File: src/rtl/led_scan_sequencer.sv
// LED scan sequencer: steps one lit LED across 8 positions for a 3-to-8 decoder.
// Optional macro LED_SCAN_BLANK_EN inserts one blank cycle before each lit step.
module led_scan_sequencer #(
  parameter int DIV_W = 8
) (
  input  logic             clk,
  input  logic             rst,
  input  logic             start,
  input  logic             stop,
  input  logic             hold,
  input  logic [1:0]       mode,
  input  logic [DIV_W-1:0] div,
  output logic [2:0]       switch,
  output logic [2:0]       enable,
  output logic [7:0]       led,
  output logic             busy,
  output logic             wrap,
  output logic             done
);

  typedef enum logic {
    IDLE = 1'b0,
    RUN  = 1'b1
  } state_e;

  localparam logic [2:0] EN_ON  = 3'b100;
  localparam logic [2:0] EN_OFF = 3'b000;

  state_e           state_q;
  logic [1:0]       mode_q;
  logic [DIV_W-1:0] div_q;
  logic [DIV_W-1:0] pre_q;
  logic             dir_q;
  logic [2:0]       switch_q;
  logic [2:0]       enable_q;
  logic [7:0]       led_q;
  logic             busy_q;
  logic             wrap_q;
  logic             done_q;
`ifdef LED_SCAN_BLANK_EN
  logic             blank_q;
`endif

  logic [2:0] switch_d;
  logic       dir_d;
  logic       wrap_d;
  logic       last_d;
  logic [2:0] init_sw;

  function automatic logic [7:0] led_of(input logic [2:0] idx);
    return ~(8'd1 << idx);
  endfunction

  assign init_sw = (mode == 2'b01) ? 3'd7 : 3'd0;

  // Next scan index, direction and wrap/end flags for the pending step.
  always_comb begin
    switch_d = switch_q + 3'd1;
    dir_d    = dir_q;
    wrap_d   = 1'b0;
    last_d   = 1'b0;
    case (mode_q)
      2'b00: wrap_d = (switch_q == 3'd7);
      2'b01: begin
        switch_d = switch_q - 3'd1;
        wrap_d   = (switch_q == 3'd0);
      end
      2'b10: begin
        if (!dir_q) begin
          if (switch_q == 3'd7) begin
            switch_d = 3'd6;
            dir_d    = 1'b1;
          end
        end else if (switch_q == 3'd0) begin
          switch_d = 3'd1;
          dir_d    = 1'b0;
          wrap_d   = 1'b1;
        end else begin
          switch_d = switch_q - 3'd1;
        end
      end
      default: last_d = (switch_q == 3'd7);
    endcase
  end

  // Scan FSM with all outputs registered on the same edge.
  always_ff @(posedge clk or posedge rst) begin
    if (rst) begin
      state_q  <= IDLE;
      mode_q   <= 2'b00;
      div_q    <= '0;
      pre_q    <= '0;
      dir_q    <= 1'b0;
      switch_q <= 3'd0;
      enable_q <= EN_OFF;
      led_q    <= 8'hff;
      busy_q   <= 1'b0;
      wrap_q   <= 1'b0;
      done_q   <= 1'b0;
`ifdef LED_SCAN_BLANK_EN
      blank_q  <= 1'b0;
`endif
    end else begin
      wrap_q <= 1'b0;
      done_q <= 1'b0;
      case (state_q)
        IDLE: begin
          if (start && !stop) begin
            state_q  <= RUN;
            busy_q   <= 1'b1;
            mode_q   <= mode;
            div_q    <= div;
            pre_q    <= '0;
            dir_q    <= 1'b0;
            switch_q <= init_sw;
`ifdef LED_SCAN_BLANK_EN
            blank_q  <= 1'b1;
            enable_q <= EN_OFF;
            led_q    <= 8'hff;
`else
            enable_q <= EN_ON;
            led_q    <= led_of(init_sw);
`endif
          end
        end
        default: begin
          if (stop) begin
            state_q  <= IDLE;
            busy_q   <= 1'b0;
            enable_q <= EN_OFF;
            led_q    <= 8'hff;
`ifdef LED_SCAN_BLANK_EN
            blank_q  <= 1'b0;
`endif
          end else if (hold) begin
            state_q <= RUN;
`ifdef LED_SCAN_BLANK_EN
          end else if (blank_q) begin
            blank_q  <= 1'b0;
            enable_q <= EN_ON;
            led_q    <= led_of(switch_q);
`endif
          end else if (pre_q == div_q) begin
            pre_q <= '0;
            if (last_d) begin
              state_q  <= IDLE;
              busy_q   <= 1'b0;
              enable_q <= EN_OFF;
              led_q    <= 8'hff;
              wrap_q   <= 1'b1;
              done_q   <= 1'b1;
            end else begin
              wrap_q   <= wrap_d;
              switch_q <= switch_d;
              dir_q    <= dir_d;
`ifdef LED_SCAN_BLANK_EN
              blank_q  <= 1'b1;
              enable_q <= EN_OFF;
              led_q    <= 8'hff;
`else
              led_q    <= led_of(switch_d);
`endif
            end
          end else begin
            pre_q <= pre_q + 1'b1;
          end
        end
      endcase
    end
  end

  assign switch = switch_q;
  assign enable = enable_q;
  assign led    = led_q;
  assign busy   = busy_q;
  assign wrap   = wrap_q;
  assign done   = done_q;

endmodule

File: config.mk
export PLATFORM = sky130hd
export DESIGN_NAME = led_scan_sequencer
export DESIGN_NICKNAME = d
export VERILOG_FILES = /design/src/rtl/led_scan_sequencer.sv
export SDC_FILE = /design/constraint.sdc
export NUM_CORES = 1
export LEC_CHECK = 0
export ABC_AREA = 1
export BUFFER_PORTS_ARGS = -buffer_cell sky130_fd_sc_hd__buf_2
export CORE_MARGIN = 2
export CORE_UTILIZATION = 35
export DETAILED_ROUTE_END_ITERATION = 16
export PLACE_DENSITY = 0.58
export SLEW_MARGIN = 20
export SYNTH_ARGS = -nofsm -noshare
export SYNTH_HDL_FRONTEND = slang
export SYNTH_SLANG_ARGS = --single-unit
File: constraint.sdc
create_clock -name clk -period 2.15 [get_ports clk]
set_clock_uncertainty 0.2 [all_clocks]
set_input_delay 0.43 -clock clk [delete_from_list [all_inputs] [get_ports clk]]
set_output_delay 0.43 -clock clk [all_outputs]
set_load 0.05 [all_outputs]
After elaboration in Yosys (flattened, before gate mapping)

Index checks and enable logic that the tools add are counted.

Flip-flop bits (word level): 37
Latch bits: 0
RAM bits: 0
Bits in read-only memories: 0
Input bits: 15
Output and inout port bits: 17
Word-level logic and storage cells: 108
Memories: 0

Add/sub/neg operators: 3
Multiply operators: 0
Div/mod/pow operators: 0
Magnitude comparators: 0
Equality and inequality tests: 13
Shift operators: 2
Multiplexer cells: 64
Bitwise operators: 3
Reductions and logical operators: 12

Operators with widths:

| operator                                               | number |
|---|---|
| two-way mux 8 bit                                      | 11 |
| two-way mux 3 bit                                      | 16 |
| two-way mux 1 bit                                      | 35 |
| NOT 8 bit                                              | 2 |
| << shifter 1 x 3 -> 8 bit (first input constant)       | 2 |
| adder 8 x 1 -> 8 bit (second input constant)           | 1 |
| equality test 8 bit                                    | 1 |
| inequality test 2 bit (second input constant)          | 3 |
| inequality test 3 x 2 -> 1 bit (second input constant) | 2 |
| one-hot mux 3 bit (2 select lines)                     | 1 |
| AND reduction 3 bit                                    | 2 |
| AND reduction 6 bit                                    | 1 |
| AND reduction 5 bit                                    | 1 |
| equality test 2 x 1 -> 1 bit (second input constant)   | 2 |
| inequality test 2 x 1 -> 1 bit (second input constant) | 2 |
| AND reduction 4 bit                                    | 1 |
| adder 3 x 1 -> 3 bit (second input constant)           | 1 |
| equality test 3 bit (second input constant)            | 1 |
| zero test 3 bit                                        | 1 |
| inequality test 3 bit (second input constant)          | 1 |
| one-hot mux 1 bit (3 select lines)                     | 1 |
| OR reduction 3 bit                                     | 1 |
| subtractor 3 x 1 -> 3 bit (second input constant)      | 1 |
| equality test 2 bit (second input constant)            | 1 |
| 6 further kinds                                        | 6 |

Longest topological paths before layout

Gate-level depths: netlist (run 1).

Word-level depth: 11
Depth in mapped cells: 13
Mapped depth without buffers: 13

Least setup slack after synthesis (run 1)

OpenSTA, ideal clock, no wires.

Path kind: register to register
From: reg switch_q[0] (netlist: switch[0])
To: reg led_q[1] (netlist: led[1])
Setup time: 0.076 ns
Data arrival time: 1.801 ns
Data required time: 1.874 ns
Path slack: 0.073 ns
Cell stages (with the launch flop): 13
Path buffers: 0
Cells stage by stage: dfrtp_1 > ha_1 > ha_1 > inv_1 > nand2_1 > o21ai_0 > nand2_1 > nand2_1 > nand2_1 > inv_1 > nand3_1 > nor2_1 > nor2_1

Word-level cells in the longest chain between the ends: 11
Elaborated cells between the ends (all ways): 16
Those cells by class: add/sub: 2; eq/ne: 1; shift: 1; mux: 10; bitwise: 1; reduce/logical: 1

Ends and longest elaborated chain:

| what                                         | line   | RTL |
|---|---|---|
| start, declared                              | 34     | `logic [2:0] switch_q;` |
| start signal, assigned                       | 115    | `switch_q <= init_sw;` |
| start signal, assigned                       | 154    | `switch_q <= switch_d;` |
| adder 3 x 1 -> 3 bit (tied with other cells) | 58     | `switch_d = switch_q + 3'd1;` |
| two-way mux 3 bit (on tied branches)         | 70, 74 |  |
| two-way mux 3 bit                            | 69     | `if (!dir_q) begin` |
| one-hot mux 3 bit (2 select lines)           | 62     | `case (mode_q)` |
| << shifter 1 x 3 -> 8 bit                    | 51     | `return ~(8'd1 << idx);` |
| NOT 8 bit                                    | 51     |  |
| two-way mux 8 bit (*)                        | 145    | `if (last_d) begin` |
| two-way mux 8 bit (*)                        | 143    | `end else if (pre_q == div_q) begin` |
| two-way mux 8 bit (*)                        | 135    | `end else if (hold) begin` |
| two-way mux 8 bit (*)                        | 127    | `if (stop) begin` |
| two-way mux 8 bit (*)                        | 106    | `case (state_q)` |
| end signal, assigned                         | 122    | `led_q <= led_of(init_sw);` |
| end signal, assigned                         | 161    | `led_q <= led_of(switch_d);` |
| end, declared                                | 36     | `logic [7:0] led_q;` |

Mark *: on every way between the ends. The rest lies on a longest branch, timed or not. The select of a mux whose other input is x is not followed.
A chain may end at the register's enable or synchronous reset.

Worst setup path after layout (run 1)

From: reg switch_q[0] (netlist: switch[0])
To: reg led_q[3] (netlist: led[3])

The elaborated chain is that of the path after synthesis.

==> results.rst, run 1 <==
.. list-table::
   :header-rows: 1

   * - Metric
     - Value
   * - Worst ir drop on vdd
     - 0.5397 mV
   * - Length of routed met2 wiring
     - 2081 um
   * - Die Outline Area
     - 0.006544 mm^2
   * - Clock insertion delay at the later pin of the skew report
     - ~0.28 ns
   * - Total power divided by cell area
     - roughly 1200 mW/mm^2
   * - Clock sinks
     - 34
   * - Cell types with the largest area share after synthesis
     - sky130_fd_sc_hd__dfrtp_1 31%, sky130_fd_sc_hd__dfstp_2 10%, sky130_fd_sc_hd__nand2_1 10%
   * - Final critical-path share of the clock period
     - 0.9247
   * - Worst Setup Start Kind
     - register
   * - Initial core utilization
     - 0.3559
   * - Class of the most critical hold timing path
     - input port to async pin
   * - Area of all sequential standard cells
     - between 800 and 900 um^2
   * - DR vias
     - 1,682
   * - Critical Path End Type
     - register
   * - Most frequently used flop master after synthesis
     - sky130_fd_sc_hd__dfrtp_1
   * - Number of nets in the final layout
     - 321
   * - Final setup violating endpoints
     - 0
   * - DP HPWL
     - between 3000 and 4000 um
   * - Post-synthesis instance area
     - slightly above 0.002 mm^2
   * - Die Height
     - approximately 81 um
   * - Post-cts hold buffer count
     - 0
   * - Maximum level of the CTS H-tree
     - 2
   * - Largest area contributor in the netlist
     - sky130_fd_sc_hd__dfrtp_1
   * - Global-route wire length before repair
     - about 7300 um
   * - Top cells by instance count after synthesis
     - 56 x sky130_fd_sc_hd__nand2_1, 35 x sky130_fd_sc_hd__nor2_1, 32 x sky130_fd_sc_hd__inv_1, 26 x sky130_fd_sc_hd__dfrtp_1, 17 x sky130_fd_sc_hd__nand3_1
   * - Number of input and output port buffers inserted
     - 29
   * - Final worst path period need
     - approximately 2 ns
   * - Final Max Slew Viols
     - 0
   * - Fin cells
     - 370
   * - Drc violations
     - 0
   * - Sequential-to-total area share from yosys stat
     - 0.4160
   * - Clock buffers created by TritonCTS
     - 5
   * - Inserted Diodes
     - 0
   * - Violation count after the first detailed-route iteration
     - between 90 and 100
   * - RSZ-0062 raised after global routing
     - false
   * - Vias in the first global route
     - approximately 1.7k
   * - Floorplan die width
     - 80.90 um
   * - Count of distinct cell types in the synthesized netlist
     - 33
   * - Most common cell in the netlist
     - sky130_fd_sc_hd__nand2_1
   * - Leakage component of the power
     - ~0.0012 uW
   * - Outcome
     - completed
   * - Area growth from synthesis to layout
     - 16.51%
   * - Number of instances in the synthesized netlist
     - between 200 and 300
   * - Peak per-stage delay on the critical path
     - approximately 0.42 ns
   * - Clock buffer depth
     - 2
   * - Multi-input gate area
     - 0.001041 mm^2
   * - Antenna violations before repair
     - 0
   * - Master cell of the clock root buffer
     - sky130_fd_sc_hd__clkbuf_8
   * - Required @ worst endpoint
     - roughly 2.2 ns
   * - Via count normalized by instance count
     - ~4.5
   * - Total of warnings raised by yosys
     - 0
   * - Combined buffer and inverter count along the critical path
     - 1
   * - Routed Wire Length
     - 4266 um
   * - Met3 routed WL
     - 180 um
   * - Post-Place Cells
     - approximately 360
   * - FF-to-FF setup slack
     - approximately 0.16 ns
   * - Type of the setup path with the least slack
     - register to register
   * - Overflow after GRT
     - 0
   * - Max FO, Critical Path
     - 4
   * - Share of synthesized registers carrying an async set or reset
     - 1.000
   * - Hold Violations, Final
     - 0
   * - # Max-Cap Violations
     - 0
   * - Maximum frequency from static timing analysis
     - 503.0 MHz
   * - Remaining number of nets flagged by the antenna check after routing
     - 0
   * - Largest net degree at the start of global routing
     - 35
   * - Row count
     - 28
   * - Top delay family on crit path
     - simple AND/OR/NAND/NOR gates
   * - Routed wire per std cell
     - about 12 um
   * - Aggregate global-route resource usage
     - 0.1435
   * - Hold WS
     - roughly 0.026 ns
   * - Number of top-level design ports
     - 32
   * - DRT Pass-1 Iters
     - 4
   * - Avg Synthesized Cell Area
     - around 8.0 um^2
   * - Floorplan core area
     - between 0.005 and 0.006 mm^2
   * - Highest routed metal layer
     - met4
   * - Filler cells
     - 632
   * - CTS tree
     - done
   * - Share of post-route cells with drive strength above 1
     - 0.2441
   * - FF+latch count, synth
     - 34
   * - RD Place Congestion
     - ~0.88
   * - Cell mode on critical path
     - sky130_fd_sc_hd__nor2_1
   * - Clk slew on worst S/H paths
     - roughly 0.07 ns
   * - Data arrival time at the worst-slack endpoint
     - approximately 2.0 ns
   * - Number of enable flip-flop cells after synthesis
     - 0
   * - Cell with the biggest individual delay on the critical path
     - sky130_fd_sc_hd__dfrtp_1
   * - Final core occ
     - 0.4146
   * - Setup Total Neg Slack
     - 0 ns
   * - Fraction of synthesized cell area taken by the top area cell type
     - 0.3144
   * - Cells traversed along the worst timing path
     - ha_2, ha_1, nand2_1, inv_1, nor2_1, nand3_1, nor2_1, o21ai_1
   * - Met1 routed wirelength after detailed routing
     - 1941 um
==> final cells by class <==
type | instances | area share
clock buffers | 8 | 0.04567
well taps | 75 | 0.03892
flip-flops and latches | 34 | 0.3570
repair buffers | 32 | 0.06954
multi-input cells | 185 | 0.4318
inverters | 36 | 0.05708
==> kinds of logic (layout without fill, tap and decap cells) <==
kind of cell / count (synthesis) / after routing / synth area share
other: 1 / 2 / 0.001812
xor gates and xnor gates: 7 / 7 / 0.02963
DFF: 34 / 34 / 0.4160
and+or+nand+nor: 122 / 122 / 0.2697
AOI/OAI and AO/OA: 38 / 38 / 0.1034
muxes: 4 / 4 / 0.02176
buffers and inverters: 41 / 76 / 0.08525
adders and majority gates: 12 / 12 / 0.07255
==> per-layer routing <==
metal | vias up | GRT usage
met5 | - | 0
met4 | 0 | 0.04915
met3 | 7 | 0.03667
met2 | 31 | 0.2471
met1 | 757 | 0.1740
li1 | 887 | -
==> state kept, by name, summed over array words and instances (netlist names) <==
name,count
led,8
switch,3
wrap,1
div_q,8
dir_q,1
pre_q,8
done,1
state_q,1
enable,1
mode_q,2
==> cell usage in the layout (no fill, tap or decap), types with 2 or more instances in the layout <==
cell                       count
sky130_fd_sc_hd__nand3_1      17
sky130_fd_sc_hd__nand3_2       3
sky130_fd_sc_hd__o21ai_1       9
sky130_fd_sc_hd__a21oi_2       2
sky130_fd_sc_hd__ha_1         11
sky130_fd_sc_hd__o21ai_0      10
sky130_fd_sc_hd__nor3_1        2
sky130_fd_sc_hd__inv_2         3
sky130_fd_sc_hd__dfrtp_1      26
sky130_fd_sc_hd__buf_2        29
sky130_fd_sc_hd__xor2_1        3
sky130_fd_sc_hd__xnor2_1       4
sky130_fd_sc_hd__nand2_1      55
sky130_fd_sc_hd__conb_1        2
sky130_fd_sc_hd__nand2_2       4
sky130_fd_sc_hd__dfstp_2       8
sky130_fd_sc_hd__nor2_1       35
sky130_fd_sc_hd__mux2_2        4
sky130_fd_sc_hd__a21oi_1      13
sky130_fd_sc_hd__clkbuf_8      8
sky130_fd_sc_hd__inv_1        32
sky130_fd_sc_hd__buf_4         3
==> per-stage QoR <==
| step | setup WS (ns) | total power [uW] | area, um^2 |
|---|---|---|---|
| finish | 0.1618 | 2847 | 2411 |
| global route | 0.002028 | 3084 | 2411 |
| CTS | 0.1071 | 2855 | 2399 |
| detailed placement | 0.1284 | 2292 | 2288 |
| global placement | 0.1072 | 2287 | 2288 |
| floorplan | 0.07316 | 2026 | 2073 |
==> final timing paths <==
path / startpoint / to / depth (start not counted)
worst max-delay path: switch[0] / led[3] / 8
worst min register to register: led[4] / led[4] / 2
worst min-delay path: rst / pre_q[6] / 3
worst max register to register: switch[0] / led[3] / 8
max in group asynchronous: rst / led[3] / 3
min in group clk: div[6] / div_q[6] / 2
==> power by group <==
group | total, uW | switching (uW) | internal [uW] | leakage [uW]
registers | 1000 | 153 | 846 | 0.000412
clock network | 549 | 226 | 323 | 0.0000575
logic | 1300 | 890 | 409 | 0.000730
total | 2850 | 1270 | 1580 | 0.00120
==> timing repair <==
item | CTS | global route
endpoints found under the setup margin | 0 | 7
setup buffers | 0 | 1
gates resized for setup | 0 | 3
==> worst reg2reg max path, stage by stage, from the launching register on <==
cell                      delay, ns
sky130_fd_sc_hd__dfrtp_1       0.42
sky130_fd_sc_hd__ha_2          0.23
sky130_fd_sc_hd__ha_1          0.19
sky130_fd_sc_hd__nand2_1       0.15
sky130_fd_sc_hd__inv_1         0.08
sky130_fd_sc_hd__nor2_1        0.21
sky130_fd_sc_hd__nand3_1       0.20
sky130_fd_sc_hd__nor2_1        0.15
sky130_fd_sc_hd__o21ai_1       0.07
Power figures use the tool's default switching activity.
==> run 2, diff against run 1 <==
- ABC_AREA: 1 -> 0
==> run 2 against run 1 <==
Die area shrank 1.7%. Critical path depth decreased by 1. Largest cell class unchanged. Register-to-register slack worse by 0.16 ns. Cell count fell by 8.6%. Sequential share of layout area decreased by 3.5 points. Maximum frequency is 7.3% lower. Total power rose by 40%. Critical path type unchanged.
==> results.rst, run 2 <==
.. list-table::
   :header-rows: 1

   * - Metric
     - Value
   * - Clock sinks
     - 34 (unchanged)
   * - Total power divided by cell area
     - 1486 mW/mm^2 (+26%)
   * - Slew at the pin with the worst max-slew slack
     - around 0.55 ns
   * - Cell types with the largest area share after synthesis
     - sky130_fd_sc_hd__dfrtp_1 32%, sky130_fd_sc_hd__dfstp_2 10%, sky130_fd_sc_hd__ha_1 7.4%
   * - RSZ-0062 raised after global routing
     - true
   * - Outcome
     - completed
   * - Post-synthesis instance area
     - 0.002033 mm^2 (-1.8%)
   * - Combined buffer and inverter count along the critical path
     - 1 (unchanged)
   * - Clock buffers created by TritonCTS
     - 5 (unchanged)
   * - Top delay family on crit path
     - multiplexers
   * - Cells traversed along the worst timing path
     - inv_1, ha_2, mux2_2, o21ai_4, a31o_4, nand3_1, mux2_2
   * - Number of enable flip-flop cells after synthesis
     - 0 (unchanged)
   * - Leakage component of the power
     - 0.001228 uW (+2.4%)
   * - Total of warnings raised by yosys
     - 0 (unchanged)
   * - FF-to-FF setup slack
     - 0.006 ns (-0.16 ns)
   * - DP HPWL
     - 3443 um (+3.3%)
   * - Final Max Slew Viols
     - 0 (unchanged)
   * - Share of synthesized registers carrying an async set or reset
     - 1.000 (unchanged)
   * - Required @ worst endpoint
     - 2.16 ns (about the same)
   * - Top cells by instance count after synthesis
     - 35 x sky130_fd_sc_hd__nand2_1, 26 x sky130_fd_sc_hd__dfrtp_1, 13 x sky130_fd_sc_hd__inv_1, 12 x sky130_fd_sc_hd__ha_1, 12 x sky130_fd_sc_hd__xor2_1
   * - Initial core utilization
     - 0.3648 (+0.008907)
   * - Top library cells by usage in the layout, fill and taps aside
     - 35 x sky130_fd_sc_hd__nand2_1, 29 x sky130_fd_sc_hd__buf_2, 23 x sky130_fd_sc_hd__dfrtp_1
   * - Master cell of the clock root buffer
     - sky130_fd_sc_hd__clkbuf_8
   * - Worst ir drop on vdd
     - 0.7064 mV (+31%)
   * - Drc violations
     - 0 (unchanged)
   * - Count of distinct cell types in the synthesized netlist
     - 42 (+27%)
   * - Via count normalized by instance count
     - 4.929 (+8.4%)
   * - Share of post-route cells with drive strength above 1
     - 0.3835 (+0.1394)
   * - RD Place Congestion
     - 0.8506 (-3.1%)
   * - Clk slew on worst S/H paths
     - 0.07 ns (about the same)
   * - CTS tree
     - done
   * - Setup Total Neg Slack
     - 0 ns (unchanged)
   * - Max FO, Critical Path
     - 5 (+1)
   * - Critical path startpoint
     - switch[1]
   * - Type of the setup path with the least slack
     - register to register
   * - Overflow after GRT
     - 0 (unchanged)
   * - DRT Pass-1 Iters
     - 4 (unchanged)
   * - Overall power
     - 3988 uW (+40%)
   * - Remaining number of nets flagged by the antenna check after routing
     - 0 (unchanged)
   * - Worst-case hold path end point
     - div_q[7]
   * - Endpoint of the worst register-to-register path
     - led[4]
   * - Maximum frequency from static timing analysis
     - 466.4 MHz (-7.3%)
   * - Avg Synthesized Cell Area
     - 9.636 um^2 (+21%)
   * - # Max-Cap Violations
     - 0 (unchanged)
   * - Number of instances in the synthesized netlist
     - 211 (-19%)
   * - Filler cells
     - 561 (-11%)
   * - Worst Setup Start Kind
     - register
   * - Depth of the most critical reg-to-reg path
     - 7 (-1)
   * - Fraction of synthesized cell area taken by the top area cell type
     - 0.3200 (+0.005611)
   * - Row count
     - 27 (-3.6%)
   * - Critical Path End Type
     - register
   * - Number of input and output port buffers inserted
     - 29 (unchanged)
   * - DR vias
     - 1,666 (-0.95%)
   * - Global-route wire length before repair
     - 7603 um (+4.7%)
   * - Class of the most critical hold timing path
     - input port to register
   * - Routed wire per std cell
     - 13.60 um (+18%)
   * - Die Outline Area
     - 0.006434 mm^2 (-1.7%)
   * - Aggregate global-route resource usage
     - 0.1521 (+0.008596)
   * - Hold Violations, Final
     - 0 (unchanged)
   * - Final critical-path share of the clock period
     - 0.9972 (+0.07251)
   * - Largest net degree at the start of global routing
     - 23 (-34%)
   * - Most common cell after layout, fill and taps aside
     - sky130_fd_sc_hd__nand2_1
   * - Multi-input gate area
     - 0.001256 mm^2 (+21%)
   * - Floorplan die width
     - 80.22 um (-0.84%)
   * - Worst Hold Path Cells
     - 3
   * - Sequential-to-total area share from yosys stat
     - 0.4234 (+0.007423)
   * - Startpoint of the most critical hold path
     - div[7]
   * - Inserted Diodes
     - 0 (unchanged)
   * - Peak per-stage delay on the critical path
     - 0.43 ns (about the same)
   * - Final worst path period need
     - 2.144 ns (+0.1559 ns)
   * - Clock insertion delay at the later pin of the skew report
     - 0.28 ns (about the same)
   * - Number of nets in the final layout
     - 292 (-9.0%)
   * - Number of top-level design ports
     - 32 (unchanged)
   * - Area of all sequential standard cells
     - 864.6 um^2 (+0.44%)
   * - Largest area contributor in the netlist
     - sky130_fd_sc_hd__dfrtp_1
   * - Data arrival time at the worst-slack endpoint
     - 2.16 ns (+0.16 ns)
   * - Vias in the first global route
     - 1,613 (-2.3%)
   * - Final setup violating endpoints
     - 0 (unchanged)
   * - Clock buffer depth
     - 2 (unchanged)
   * - Most frequently used flop master after synthesis
     - sky130_fd_sc_hd__dfrtp_1
   * - Floorplan core area
     - 0.005574 mm^2 (-4.2%)
   * - Crit Reg-Reg Startpoint
     - switch[1]
   * - FF+latch count, synth
     - 34 (unchanged)
   * - Antenna violations before repair
     - 0 (unchanged)
   * - Cell with the biggest individual delay on the critical path
     - sky130_fd_sc_hd__dfrtp_2
   * - Die Height
     - 80.22 um (-0.84%)
   * - Cell mode on critical path
     - sky130_fd_sc_hd__mux2_2
   * - Maximum level of the CTS H-tree
     - 2 (unchanged)
   * - Relative slew slack
     - 0.6328
   * - Routed Wire Length
     - 4598 um (+7.8%)
   * - Most common cell in the netlist
     - sky130_fd_sc_hd__nand2_1
   * - Area growth from synthesis to layout
     - 32.00%
   * - Violation count after the first detailed-route iteration
     - 63 (-36%)
## run 2: cell types whose count changed in the layout (fill, tap and decap cells not counted), sizes merged, moves of 5 or more
cell,change
a21oi,-7
a31oi,+6
buf,+19
inv,-23
mux2,+5
nand2,-25
nand2b,+7
nand3,-10
nor2,-26
o21ai,-12
xor2,+9
## run 2: per-stage QoR
step	hold WS [ns]	worst slack, ns	cell area, um^2	std cells	util
finish	0.1328	0.005947	2684	338	0.4815
global route	0.1462	-0.06681	2684	338	0.4815
CTS	0.1236	0.005096	2535	335	0.4548
detailed placement	0.2825	0.01323	2425	326	0.4350
global placement	0.2851	-0.03139	2425	326	0.4350
floorplan	0.2652	-0.01074	2069	212	-
## run 2: worst min-delay path: stages
cell and delay, ns:
sky130_fd_sc_hd__buf_2 0.07, sky130_fd_sc_hd__nand2_1 0.04, sky130_fd_sc_hd__nand2_1 0.04
## run 2: routing by layer
layer / up-vias / global-route usage / share of wire
met5: - / 0 / 0
met4: 0 / 0.05593 / 0.013
met3: 5 / 0.03034 / 0.033
met2: 24 / 0.2317 / 0.44
met1: 799 / 0.2130 / 0.51
li1: 838 / - / -
## run 2: worst max-delay path by stage
| stage | to | slack [ns] | cells past startpoint |
|---|---|---|---|
| floorplan | switch[1] | -0.01 | 7 |
| global placement | led[5] | -0.03 | 5 |
| detailed placement | led[4] | 0.01 | 5 |
| CTS | switch[1] | 0.005 | 7 |
| global route | switch[1] | -0.07 | 7 |
| finish | led[4] | 0.006 | 7 |
## run 2: repair_timing
item,in CTS,in global routing
setup endpoints to repair,8,17
resized for setup,1,21
endpoints found under the hold margin,4,0
pin swaps,0,7
buffers inserted,0,3
hold buffers,1,0
## run 2: where the power goes
part           internal [uW]  leakage [uW]  switching, uW
Sequential               893      0.000416            198
Clock                    258     0.0000482            228
Combinational            978      0.000764           1430
Total                   2130       0.00123           1860
## run 2: layout make-up
type | instances | area share
clock inverter | 1 | 0.001865
multi-input combinational | 159 | 0.4681
tap | 72 | 0.03357
sequential | 34 | 0.3221
inverter | 13 | 0.01818
timing repair buffer | 52 | 0.1240
clock buffer | 7 | 0.03217
## run 2: logic make-up (layout without fill, tap and decap cells)
family                   count (synthesis)  after routing  share of synthesized area
buffers and inverters                   19             73                    0.04123
multiplexers                            10             10                    0.05477
flip-flops                              34             34                     0.4234
other                                    1              2                   0.001844
adder cells (fa/ha/maj)                 12             12                    0.07384
XOR/XNOR                                14             14                    0.06031
AO/OA/AOI/OAI                           37             37                     0.1298
AND/OR/NAND/NOR                         84             84                     0.2148
